===== config.mk =====
export PLATFORM = sky130hd
export DESIGN_NAME = syx_bank_reader_flat
export DESIGN_NICKNAME = d
export VERILOG_FILES = /design/src/rtl/syx_bank_reader_if.sv /design/src/rtl/syx_bank_reader.sv /design/src/flat_wrapper.sv
export SDC_FILE = /design/constraint.sdc
export NUM_CORES = 1
export LEC_CHECK = 0
export ABC_AREA = 0
export ABC_CLOCK_PERIOD_IN_PS = 4300
export CORE_MARGIN = 10
export CORE_UTILIZATION = 30
export CTS_CLUSTER_DIAMETER = 200
export DETAILED_ROUTE_END_ITERATION = 16
export GPL_TIMING_DRIVEN = 0
export HOLD_SLACK_MARGIN = 0.12
export PLACE_DENSITY = 0.61
export SYNTH_ARGS = -nofsm -noshare
export SYNTH_HDL_FRONTEND = slang
export SYNTH_SLANG_ARGS = --single-unit

===== constraint.sdc =====
create_clock -name CLOCK_25 -period 4.3 [get_ports CLOCK_25]
set_input_delay 1.29 -clock CLOCK_25 [delete_from_list [all_inputs] [get_ports CLOCK_25]]
set_output_delay 1.29 -clock CLOCK_25 [all_outputs]
set_load 0.01 [all_outputs]

===== src/rtl/syx_bank_reader_if.sv =====
// syx_bank_reader_if: bank read bus plus the outgoing SysEx byte stream.
// master = the dump sequencer, slave = the parameter banks and transmitter.
interface syx_bank_reader_if #(
  parameter int ADR_W = 7
);
  logic [2:0]       bank_adr;
  logic [ADR_W-1:0] adr;
  logic             read;
  logic             env_sel;
  logic             osc_sel;
  logic             m1_sel;
  logic             m2_sel;
  logic             com_sel;
  logic [7:0]       rd_data;
  logic [7:0]       tx_data;
  logic             tx_valid;
  logic             tx_ready;

  modport master (
    output bank_adr, adr, read, env_sel, osc_sel, m1_sel, m2_sel, com_sel,
    output tx_data, tx_valid,
    input  rd_data, tx_ready
  );

  modport slave (
    input  bank_adr, adr, read, env_sel, osc_sel, m1_sel, m2_sel, com_sel,
    input  tx_data, tx_valid,
    output rd_data, tx_ready
  );
endinterface


===== src/rtl/syx_bank_reader.sv =====
// syx_bank_reader: walks every parameter bank address by address, issues
// one-cycle read strobes with one-hot bank selects, captures each returned
// byte and streams it out over a valid/ready byte interface.
// Optional feature macro: SYX_FRAME_EN wraps each bank as
// F0, bank number, 7-bit data bytes, checksum, F7.
module syx_bank_reader #(
  parameter int NUM_BANKS  = 5,
  parameter int BANK_DEPTH = 128,
  parameter int ADR_W      = 7,
  parameter int READ_LAT   = 2
) (
  input  logic              CLOCK_25,
  input  logic              iRST_N,
  input  logic              dump_start,
  input  logic              dump_abort,
  output logic              busy,
  output logic              done,
  syx_bank_reader_if.master bus
);

`ifdef SYX_FRAME_EN
  typedef enum logic [3:0] {
    S_IDLE = 4'd0, S_RD = 4'd1, S_WAIT = 4'd2, S_CAP = 4'd3, S_SEND = 4'd4,
    S_HDR = 4'd5, S_CSUM = 4'd6, S_EOX = 4'd7, S_DONE = 4'd8
  } state_t;
`else
  typedef enum logic [2:0] {
    S_IDLE = 3'd0, S_RD = 3'd1, S_WAIT = 3'd2, S_CAP = 3'd3, S_SEND = 3'd4,
    S_DONE = 3'd5
  } state_t;
`endif

  localparam logic [ADR_W-1:0] LAST_ADR  = ADR_W'(BANK_DEPTH - 1);
  localparam logic [2:0]       LAST_BANK = 3'(NUM_BANKS - 1);
  // WAIT counts down to zero, so loading READ_LAT-2 gives READ_LAT-1 cycles.
  localparam logic [2:0]       WAIT_LOAD = 3'(READ_LAT - 2);

  // One-hot bank select; out-of-range bank numbers select nothing.
  function automatic logic [4:0] sel_decode(input logic [2:0] bank);
    logic [4:0] sel;
    case (bank)
      3'd0:    sel = 5'b00001;
      3'd1:    sel = 5'b00010;
      3'd2:    sel = 5'b00100;
      3'd3:    sel = 5'b01000;
      3'd4:    sel = 5'b10000;
      default: sel = 5'b00000;
    endcase
    return sel;
  endfunction

`ifdef SYX_FRAME_EN
  // Checksum byte: two's complement of the 7-bit data sum, bit 7 clear.
  function automatic logic [7:0] csum_byte(input logic [6:0] sum);
    return {1'b0, 7'd0 - sum};
  endfunction
`endif

  state_t           state_r, state_nxt_s;
  logic [2:0]       bank_r, bank_nxt_s;
  logic [ADR_W-1:0] adr_r, adr_nxt_s;
  logic [2:0]       wait_r, wait_nxt_s;
  logic             read_r, read_nxt_s;
  logic [4:0]       sel_r, sel_nxt_s;
  logic [7:0]       tx_data_r, tx_data_nxt_s;
  logic             tx_valid_r, tx_valid_nxt_s;
  logic             busy_r, busy_nxt_s;
  logic             done_r, done_nxt_s;
  logic             hs_s;
`ifdef SYX_FRAME_EN
  logic [6:0]       csum_r, csum_nxt_s;
  logic             phase_r, phase_nxt_s;
`endif

  assign hs_s = tx_valid_r & bus.tx_ready;

  // Next-state and next-output decode; every output is registered below.
  always_comb begin
    state_nxt_s    = state_r;
    bank_nxt_s     = bank_r;
    adr_nxt_s      = adr_r;
    wait_nxt_s     = wait_r;
    read_nxt_s     = 1'b0;
    tx_data_nxt_s  = tx_data_r;
    tx_valid_nxt_s = tx_valid_r;
    busy_nxt_s     = busy_r;
    done_nxt_s     = 1'b0;
`ifdef SYX_FRAME_EN
    csum_nxt_s     = csum_r;
    phase_nxt_s    = phase_r;
`endif
    if ((state_r != S_IDLE) && dump_abort) begin
      // Abort drops the in-flight byte and returns quietly, no done pulse.
      state_nxt_s    = S_IDLE;
      bank_nxt_s     = 3'd0;
      adr_nxt_s      = {ADR_W{1'b0}};
      tx_valid_nxt_s = 1'b0;
      busy_nxt_s     = 1'b0;
    end else begin
      case (state_r)
        S_IDLE: begin
          if (dump_start && !dump_abort) begin
            bank_nxt_s = 3'd0;
            adr_nxt_s  = {ADR_W{1'b0}};
            busy_nxt_s = 1'b1;
`ifdef SYX_FRAME_EN
            tx_data_nxt_s  = 8'hF0;
            tx_valid_nxt_s = 1'b1;
            phase_nxt_s    = 1'b0;
            csum_nxt_s     = 7'd0;
            state_nxt_s    = S_HDR;
`else
            read_nxt_s  = 1'b1;
            state_nxt_s = S_RD;
`endif
          end else begin
            state_nxt_s = S_IDLE;
          end
        end
        S_RD: begin
          if (READ_LAT == 1) begin
            state_nxt_s = S_CAP;
          end else begin
            wait_nxt_s  = WAIT_LOAD;
            state_nxt_s = S_WAIT;
          end
        end
        S_WAIT: begin
          if (wait_r == 3'd0) begin
            state_nxt_s = S_CAP;
          end else begin
            wait_nxt_s = wait_r - 3'd1;
          end
        end
        S_CAP: begin
`ifdef SYX_FRAME_EN
          tx_data_nxt_s = bus.rd_data & 8'h7F;
          csum_nxt_s    = csum_r + bus.rd_data[6:0];
`else
          tx_data_nxt_s = bus.rd_data;
`endif
          tx_valid_nxt_s = 1'b1;
          state_nxt_s    = S_SEND;
        end
        S_SEND: begin
          if (hs_s) begin
            tx_valid_nxt_s = 1'b0;
            if (adr_r == LAST_ADR) begin
              adr_nxt_s = {ADR_W{1'b0}};
`ifdef SYX_FRAME_EN
              tx_data_nxt_s  = csum_byte(csum_r);
              tx_valid_nxt_s = 1'b1;
              state_nxt_s    = S_CSUM;
`else
              if (bank_r == LAST_BANK) begin
                bank_nxt_s  = 3'd0;
                busy_nxt_s  = 1'b0;
                done_nxt_s  = 1'b1;
                state_nxt_s = S_DONE;
              end else begin
                bank_nxt_s  = bank_r + 3'd1;
                read_nxt_s  = 1'b1;
                state_nxt_s = S_RD;
              end
`endif
            end else begin
              adr_nxt_s   = adr_r + ADR_W'(1);
              read_nxt_s  = 1'b1;
              state_nxt_s = S_RD;
            end
          end else begin
            state_nxt_s = S_SEND;
          end
        end
`ifdef SYX_FRAME_EN
        S_HDR: begin
          if (hs_s) begin
            if (!phase_r) begin
              tx_data_nxt_s = {5'd0, bank_r};
              phase_nxt_s   = 1'b1;
            end else begin
              tx_valid_nxt_s = 1'b0;
              read_nxt_s     = 1'b1;
              state_nxt_s    = S_RD;
            end
          end else begin
            state_nxt_s = S_HDR;
          end
        end
        S_CSUM: begin
          if (hs_s) begin
            tx_data_nxt_s = 8'hF7;
            state_nxt_s   = S_EOX;
          end else begin
            state_nxt_s = S_CSUM;
          end
        end
        S_EOX: begin
          if (hs_s) begin
            if (bank_r == LAST_BANK) begin
              tx_valid_nxt_s = 1'b0;
              bank_nxt_s     = 3'd0;
              busy_nxt_s     = 1'b0;
              done_nxt_s     = 1'b1;
              state_nxt_s    = S_DONE;
            end else begin
              bank_nxt_s    = bank_r + 3'd1;
              tx_data_nxt_s = 8'hF0;
              phase_nxt_s   = 1'b0;
              csum_nxt_s    = 7'd0;
              state_nxt_s   = S_HDR;
            end
          end else begin
            state_nxt_s = S_EOX;
          end
        end
`endif
        S_DONE: begin
          state_nxt_s = S_IDLE;
        end
        default: begin
          state_nxt_s    = S_IDLE;
          tx_valid_nxt_s = 1'b0;
          busy_nxt_s     = 1'b0;
        end
      endcase
    end
    // Selects follow the bank only while a dump is in progress.
    if (busy_nxt_s) begin
      sel_nxt_s = sel_decode(bank_nxt_s);
    end else begin
      sel_nxt_s = 5'b00000;
    end
  end

  // State register and registered outputs, cleared by the async reset.
  always_ff @(posedge CLOCK_25 or negedge iRST_N) begin
    if (!iRST_N) begin
      state_r    <= S_IDLE;
      bank_r     <= 3'd0;
      adr_r      <= {ADR_W{1'b0}};
      wait_r     <= 3'd0;
      read_r     <= 1'b0;
      sel_r      <= 5'b00000;
      tx_data_r  <= 8'h00;
      tx_valid_r <= 1'b0;
      busy_r     <= 1'b0;
      done_r     <= 1'b0;
`ifdef SYX_FRAME_EN
      csum_r     <= 7'd0;
      phase_r    <= 1'b0;
`endif
    end else begin
      state_r    <= state_nxt_s;
      bank_r     <= bank_nxt_s;
      adr_r      <= adr_nxt_s;
      wait_r     <= wait_nxt_s;
      read_r     <= read_nxt_s;
      sel_r      <= sel_nxt_s;
      tx_data_r  <= tx_data_nxt_s;
      tx_valid_r <= tx_valid_nxt_s;
      busy_r     <= busy_nxt_s;
      done_r     <= done_nxt_s;
`ifdef SYX_FRAME_EN
      csum_r     <= csum_nxt_s;
      phase_r    <= phase_nxt_s;
`endif
    end
  end

  assign bus.bank_adr = bank_r;
  assign bus.adr      = adr_r;
  assign bus.read     = read_r;
  assign bus.env_sel  = sel_r[0];
  assign bus.osc_sel  = sel_r[1];
  assign bus.m1_sel   = sel_r[2];
  assign bus.m2_sel   = sel_r[3];
  assign bus.com_sel  = sel_r[4];
  assign bus.tx_data  = tx_data_r;
  assign bus.tx_valid = tx_valid_r;
  assign busy         = busy_r;
  assign done         = done_r;

endmodule


===== src/flat_wrapper.sv =====
// flat-port wrapper written by rule: the top's interface ports become plain ports
module syx_bank_reader_flat 
#(
  parameter int NUM_BANKS  = 5,
  parameter int BANK_DEPTH = 128,
  parameter int ADR_W      = 7,
  parameter int READ_LAT   = 2
)
  (CLOCK_25, iRST_N, dump_start, dump_abort, busy, done, bus_bank_adr, bus_adr, bus_read, bus_env_sel, bus_osc_sel, bus_m1_sel, bus_m2_sel, bus_com_sel, bus_tx_data, bus_tx_valid, bus_rd_data, bus_tx_ready);
  syx_bank_reader_if #(.ADR_W(ADR_W)) bus_i ();
  input  logic CLOCK_25;
  input  logic iRST_N;
  input  logic dump_start;
  input  logic dump_abort;
  output logic busy;
  output logic done;
  output wire logic [$bits(bus_i.bank_adr)-1:0] bus_bank_adr;
  output wire logic [$bits(bus_i.adr)-1:0] bus_adr;
  output wire logic [$bits(bus_i.read)-1:0] bus_read;
  output wire logic [$bits(bus_i.env_sel)-1:0] bus_env_sel;
  output wire logic [$bits(bus_i.osc_sel)-1:0] bus_osc_sel;
  output wire logic [$bits(bus_i.m1_sel)-1:0] bus_m1_sel;
  output wire logic [$bits(bus_i.m2_sel)-1:0] bus_m2_sel;
  output wire logic [$bits(bus_i.com_sel)-1:0] bus_com_sel;
  output wire logic [$bits(bus_i.tx_data)-1:0] bus_tx_data;
  output wire logic [$bits(bus_i.tx_valid)-1:0] bus_tx_valid;
  input wire logic [$bits(bus_i.rd_data)-1:0] bus_rd_data;
  input wire logic [$bits(bus_i.tx_ready)-1:0] bus_tx_ready;
  assign bus_bank_adr = bus_i.bank_adr;
  assign bus_adr = bus_i.adr;
  assign bus_read = bus_i.read;
  assign bus_env_sel = bus_i.env_sel;
  assign bus_osc_sel = bus_i.osc_sel;
  assign bus_m1_sel = bus_i.m1_sel;
  assign bus_m2_sel = bus_i.m2_sel;
  assign bus_com_sel = bus_i.com_sel;
  assign bus_tx_data = bus_i.tx_data;
  assign bus_tx_valid = bus_i.tx_valid;
  assign bus_i.rd_data = bus_rd_data;
  assign bus_i.tx_ready = bus_tx_ready;
  syx_bank_reader #(.NUM_BANKS(NUM_BANKS), .BANK_DEPTH(BANK_DEPTH), .ADR_W(ADR_W), .READ_LAT(READ_LAT)) u_core (.CLOCK_25(CLOCK_25), .iRST_N(iRST_N), .dump_start(dump_start), .dump_abort(dump_abort), .busy(busy), .done(done), .bus(bus_i));
endmodule

==> results of run 1 <==
worst paths after layout:
check,startpoint,endpoint,slack [ns],depth (start not counted)
max,dump_start,u_core.sel_r[3]$_DFF_PN0_,1.37,6
min,u_core.bus.tx_data[6]$_DFFE_PN0P_,u_core.bus.tx_data[6]$_DFFE_PN0P_,0.51,1
max reg2reg,u_core.bus.adr[0]$_DFFE_PN0P_,u_core.sel_r[3]$_DFF_PN0_,2.26,6
min reg2reg,u_core.bus.tx_data[6]$_DFFE_PN0P_,u_core.bus.tx_data[6]$_DFFE_PN0P_,0.51,1
max in group asynchronous,iRST_N,u_core.sel_r[4]$_DFF_PN0_,2.76,1
min in group asynchronous,iRST_N,u_core.state_r[0]$_DFFE_PN0P_,1.06,1
Yosys cell counts (all sizes together), types with 3 or more instances:
master	number	area, sq um
inv	11	41.3
o21ai	15	86.3
clkbuf	4	15.0
nand2	15	58.8
nor3	11	55.1
buf	6	55.1
dfrtp	33	826
nor4	3	25.0
nor3b	3	38.8
ha	5	62.6
a21oi	11	55.1
mux2	9	101
nand3	5	25.0
nand2b	3	18.8
o31ai	3	22.5
nor2	13	48.8
xnor2	4	35.0
a211oi	5	42.5
nor4b	3	47.5
state kept, by name, summed over array words and instances, names as in the netlist:
name and flops:
u_core.bus.adr 7, u_core.bus.bank_adr 3, u_core.bus.read 1, u_core.bus.tx_data 8, u_core.bus.tx_valid 1, u_core.busy 1, u_core.done 1, u_core.sel_r 5
u_core.state_r 3, u_core.wait_r 3
through the flow:
stage	power [W]	std cells	instance area (sq um)	util (%)
2_1_floorplan	0.000505	181	1800	-
3_3_place_gp	0.000632	294	2270	38.6
3_5_place_dp	0.000636	294	2270	38.6
4_1_cts	0.000871	302	2350	40.0
5_1_grt	0.000904	302	2350	40.0
6_report	0.000852	302	2350	40.0
where the power goes:
group          switching (W)  internal (W)
registers          0.0000287      0.000355
logic               0.000107      0.000136
clock network       0.000114      0.000112
total               0.000250      0.000603
logic make-up after synthesis:
logic type                 Yosys count  share of synthesized area [%]
DFF                                 33                           45.9
muxes                                9                           5.63
AOI/OAI and AO/OA                   41                           14.7
adders and majority gates            5                           3.47
buffers and inverters               21                           6.18
and+or+nand+nor                     68                           22.2
xor gates and xnor gates             4                           1.95
worst max-delay path, delay by kind of cell:
| family | cells | cell delay [ns] |
|---|---|---|
| compound gates | 2 | 0.58 |
| simple gates | 3 | 0.70 |
| buf+inv | 1 | 0.56 |
metal layers:
metal | vias up | global-route usage [%]
met5 | - | 0
met4 | 0 | 4.47
met3 | 9 | 3.77
met2 | 34 | 12.8
met1 | 709 | 11.9
li1 | 729 | -
cell type report:
class | instances | area [sq um] | area share, %
multi-input combinational | 127 | 863 | 36.7
sequential | 33 | 826 | 35.1
timing repair buffer | 38 | 375 | 16.0
tap | 75 | 93.8 | 3.99
clock buffer | 6 | 72.6 | 3.09
buffer | 10 | 70.1 | 2.98
inverter | 11 | 41.3 | 1.76
clock inverter | 2 | 10.0 | 0.426
==> results.md, run 1 <==
* Top Layer Used: met4
* Port Buffer Count at 38
* Area growth syn-to-layout at 30.6%
* Worst Hold Slack at 0.508 ns
* Core area at 0.00589 sq mm
* Width of the chip at 97.5 microns
* CP Capture Type: flop
* CP max-delay cell: clkdlybuf4s50_1
* Hold buffer count at cts at 0
* Critical path class: primary input to flop
* Max_slew headroom at 50.4%
* Filler instances at 622
* Clock skew at 0.00174 ns
* Clock slew at reported path FFs at 0.07 ns
* CTS Buf Count at 5
* Global route overflow at 0
* Post-CTS Setup Inserts at 0
* Wl on met1 at 2080 microns
* Global-route usage over all layers at 9.19%
* Total die area at 0.00950 sq mm
* Async S/R FF share, synth at 100%
* Initial antenna violation count at 0
* Unrepaired setup endpoints after global routing: no
* Pin count of the biggest net entering global routing at 34
* CTS max path bufs at 2
* TritonCTS clock tree: built
* Max Cap Viol at 0
* Peak supply drop at 265 uV
* Clk sink count at 33
* Fin crit period at 2.93 ns
* Outcome: finished, final reports clean
* Starting Density at 30.6%
* Fmax at 341 MHz
* Worst-path fanout max at 5
* Fin crit share at 68.2%
* Hold Fails Final Rpt at 0
* Final WL at 4340 microns
* Least-Margin Pin Slew at 0.744 ns
* Hold crit path type: flop to flop
* Slowest cell delay on critical path at 0.56 ns
* DR pass1 iterations at 4
* Mapped Avg Cell Area at 9.95 sq um
* Layout cells sized above 1 at 15.0%
* Net Count, Synth at 199
* Post-CTS sizing at 0
* Post-DR vias/cell at 4.90
* Dominant synthesized flop cell: dfrtp_1
* Yosys warnings at 0
* CP arrival at 3.13 ns
* EDFF count, synth at 0
* Type of origin of the critical path: primary input
* Pre-CTS WS at 1.07 ns
* Antenna cells at 0
* Antenna Nets Post-Route at 0
* Worst-skew pair later-pin latency at 0.29 ns
* DR WL/cell at 14.4 microns
* Yosys cell types at 44
* Rows at 28
* CTS Root Cell: clkbuf_8
* Cell Area, Synth at 0.00180 sq mm
* #FFs+latches synth at 33
* CTS HTree Levels at 2
* Required time worst endpoint at 4.50 ns
* Detailed Place HPWL at 3240 microns
* Post-synthesis sequential area ratio at 45.9%
* Leakage at 0.960 nW
* Commonest non-fill, non-tap cells in the layout: clkdlybuf4s50_1, dfrtp_1, nand2_1, nor2_1, o21ai_0
* # DRC at 0
* First-pass GRT wire length at 7250 microns
* Met3 wire length at 283 microns
* RePlAce Congestion at 0.841
* Setup TNS at 0 ns
* Final Setup Violations at 0
* Vias in the first global route at 1422
* Synth Instances at 181
* Pwr Density at 362 mW/mm^2
* Via count at 1481
* Nets@finish at 244
* Detailed Route Iter0 Violations at 82
* Chip Height at 97.5 microns
* Crit path cell chain: clkdlybuf4s50_1 -> nor3b_4 -> a21boi_0 -> a211oi_1 -> nand2_1 -> nor3_1
* Most common cell after layout, fill and taps aside: clkdlybuf4s50_1
* Setup WS post-layout at 1.37 ns
* Met2 WL at 1880 microns
* IO Pins at 40
* Slew Viols, Final at 0
(Power assumes the default switching activity.)
==> run 2, diff against run 1 <==
- ABC_CLOCK_PERIOD_IN_PS: 4300 -> 2400
- PLACE_DENSITY: 0.61 -> 0.63
- clock period: 4.3 -> 2.4 ns (I/O delays scaled with it)
==> results.md, run 2 (synthesized netlist as in run 1, its figures left out) <==
* Slew Viols, Final at 0 (unchanged)
* CTS Root Cell: clkbuf_8 (unchanged)
* Total die area at 0.00950 sq mm (unchanged)
* Starting Density at 30.6% (unchanged)
* Hold crit path type: primary input to async pin (was flop to flop)
* Post-CTS Setup Inserts at 0 (unchanged)
* CTS max path bufs at 2 (unchanged)
* Global route overflow at 0 (unchanged)
* Unrepaired setup endpoints after global routing: no (unchanged)
* Max FFs per register at 8 (unchanged)
* Hold Fails Final Rpt at 0 (unchanged)
* Outcome: finished, final reports clean (unchanged)
* Setup TNS at 0 ns (unchanged)
* Chip Height at 97.5 microns (unchanged)
* Pwr Density at 644 mW/mm^2 (was 362 mW/mm^2)
* Peak supply drop at 373 uV (was 265 uV)
* Worst R2R Setup Slack at 0.50 ns (was 2.26 ns)
* Global-route usage over all layers at 9.11% (was 9.19%)
* # DRC at 0 (unchanged)
* Filler instances at 607 (was 622)
* Rows at 28 (unchanged)
* Area occupied by multi-input gates at 868 sq um (was 863 sq um)
* Most common cell after layout, fill and taps aside: clkdlybuf4s50_1 (unchanged)
* CP arrival at 2.39 ns (was 3.13 ns)
* CTS HTree Levels at 2 (unchanged)
* Placed cells at 294 (unchanged)
* Critical path class: primary input to flop (unchanged)
* Type of origin of the critical path: primary input (unchanged)
* Clock skew at 0.00458 ns (was 0.00174 ns)
* First-pass GRT wire length at 7270 microns (was 7250 microns)
* Least-Margin Pin Slew at 0.739 ns (was 0.744 ns)
* Vias in the first global route at 1462 (was 1422)
* Clk sink count at 33 (unchanged)
* Worst-skew pair later-pin latency at 0.28 ns (was 0.29 ns)
* RePlAce Congestion at 0.851 (was 0.841)
* Final std cells w/o fill at 302 (unchanged)
* Area growth syn-to-layout at 30.9% (was 30.6%)
* DR WL/cell at 14.1 microns (was 14.4 microns)
* Width of the chip at 97.5 microns (unchanged)
* Worst Hold Slack at 0.500 ns (was 0.508 ns)
* Max Cap Viol at 0 (unchanged)
* Antenna cells at 0 (unchanged)
* Worst-path fanout max at 6 (was 5)
* Antenna Nets Post-Route at 0 (unchanged)
* Required time worst endpoint at 2.55 ns (was 4.50 ns)
* Post-DR vias/cell at 4.86 (was 4.90)
* TritonCTS clock tree: built (unchanged)
* Leakage at 0.961 nW (was 0.960 nW)
* Fin crit share at 93.4%
* Via count at 1468 (was 1481)
* Fmax at 446 MHz
* CP Capture Type: flop (unchanged)
* Core area at 0.00589 sq mm (unchanged)
* FF/Latch Area at 826 sq um (unchanged)
* Commonest non-fill, non-tap cells in the layout: clkdlybuf4s50_1, dfrtp_1, nand2_1, nor2_1, o21ai_0 (unchanged)
* Nets@finish at 244 (unchanged)
* IO Pins at 40 (unchanged)
* Clock slew at reported path FFs at 0.06 ns (was 0.07 ns)
* Max_slew headroom at 50.7% (was 50.4%)
* Detailed Place HPWL at 3210 microns (was 3240 microns)
* Port Buffer Count at 38 (unchanged)
* Fin crit period at 2.24 ns
* Pin count of the biggest net entering global routing at 34 (unchanged)
* Detailed Route Iter0 Violations at 107 (was 82)
* Final Setup Violations at 0 (unchanged)
* Initial antenna violation count at 0 (unchanged)
* Final WL at 4250 microns (was 4340 microns)
* CTS Buf Count at 5 (unchanged)
* Layout cells sized above 1 at 15.4% (was 15.0%)
* DR pass1 iterations at 4 (unchanged)
run 2: layout make-up:
class,instances,share of cell area (%)
Buffer,10,2.97
Clock buffer,6,3.08
Clock inverter,2,0.425
Inverter,11,1.75
Multi-Input combinational cell,127,36.8
Sequential cell,33,35.0
Tap cell,75,3.98
Timing Repair Buffer,38,15.9
run 2: through the flow:
| stage | power, W | worst slack [ns] | util (%) | instance area [sq um] |
|---|---|---|---|---|
| after floorplan | 0.000906 | 0.497 | - | 1800 |
| after global placement | 0.00113 | -0.248 | 38.6 | 2270 |
| after detailed placement | 0.00114 | -0.235 | 38.6 | 2270 |
| after CTS | 0.00155 | 0.0473 | 40.0 | 2350 |
| after global routing | 0.00163 | 0.00519 | 40.1 | 2360 |
| final | 0.00152 | 0.159 | 40.1 | 2360 |
run 2: final timing paths:
kind / from / end / cells after the start
worst max-delay path: dump_start / u_core.bus.adr[5]$_DFFE_PN0P_ / 6
worst min-delay path: iRST_N / u_core.bus.read$_DFF_PN0_ / 1
worst max register to register: u_core.bus.adr[0]$_DFFE_PN0P_ / u_core.sel_r[4]$_DFF_PN0_ / 7
worst min register to register: u_core.bus.tx_data[2]$_DFFE_PN0P_ / u_core.bus.tx_data[2]$_DFFE_PN0P_ / 1
max in group asynchronous: iRST_N / u_core.bus.adr[6]$_DFFE_PN0P_ / 1
min in group CLOCK_25: u_core.bus.tx_data[2]$_DFFE_PN0P_ / u_core.bus.tx_data[2]$_DFFE_PN0P_ / 1
run 2: what timing repair did:
action	4_1_cts	5_1_grt
gates resized for setup	0	1
hold buffers	0	0
setup endpoints to repair	0	4
run 2: power by group:
part	total (W)	switching, W	internal, W
sequential	0.000689	0.0000524	0.000636
combinational	0.000432	0.000190	0.000243
clock	0.000398	0.000197	0.000201
run 2: critical path: stages:
cell and delay (ns):
clkdlybuf4s50_1 0.56, nor3b_4 0.30, o21ai_1 0.23, a211oi_1 0.37
xnor2_1 0.16, nor2_1 0.06
run 2: per-layer routing:
layer | track usage [%] | share of wire (%)
met2 | 13.4 | 44
met5 | 0 | 0
met4 | 3.80 | 1.6
met3 | 4.34 | 7.7
met1 | 11.1 | 47
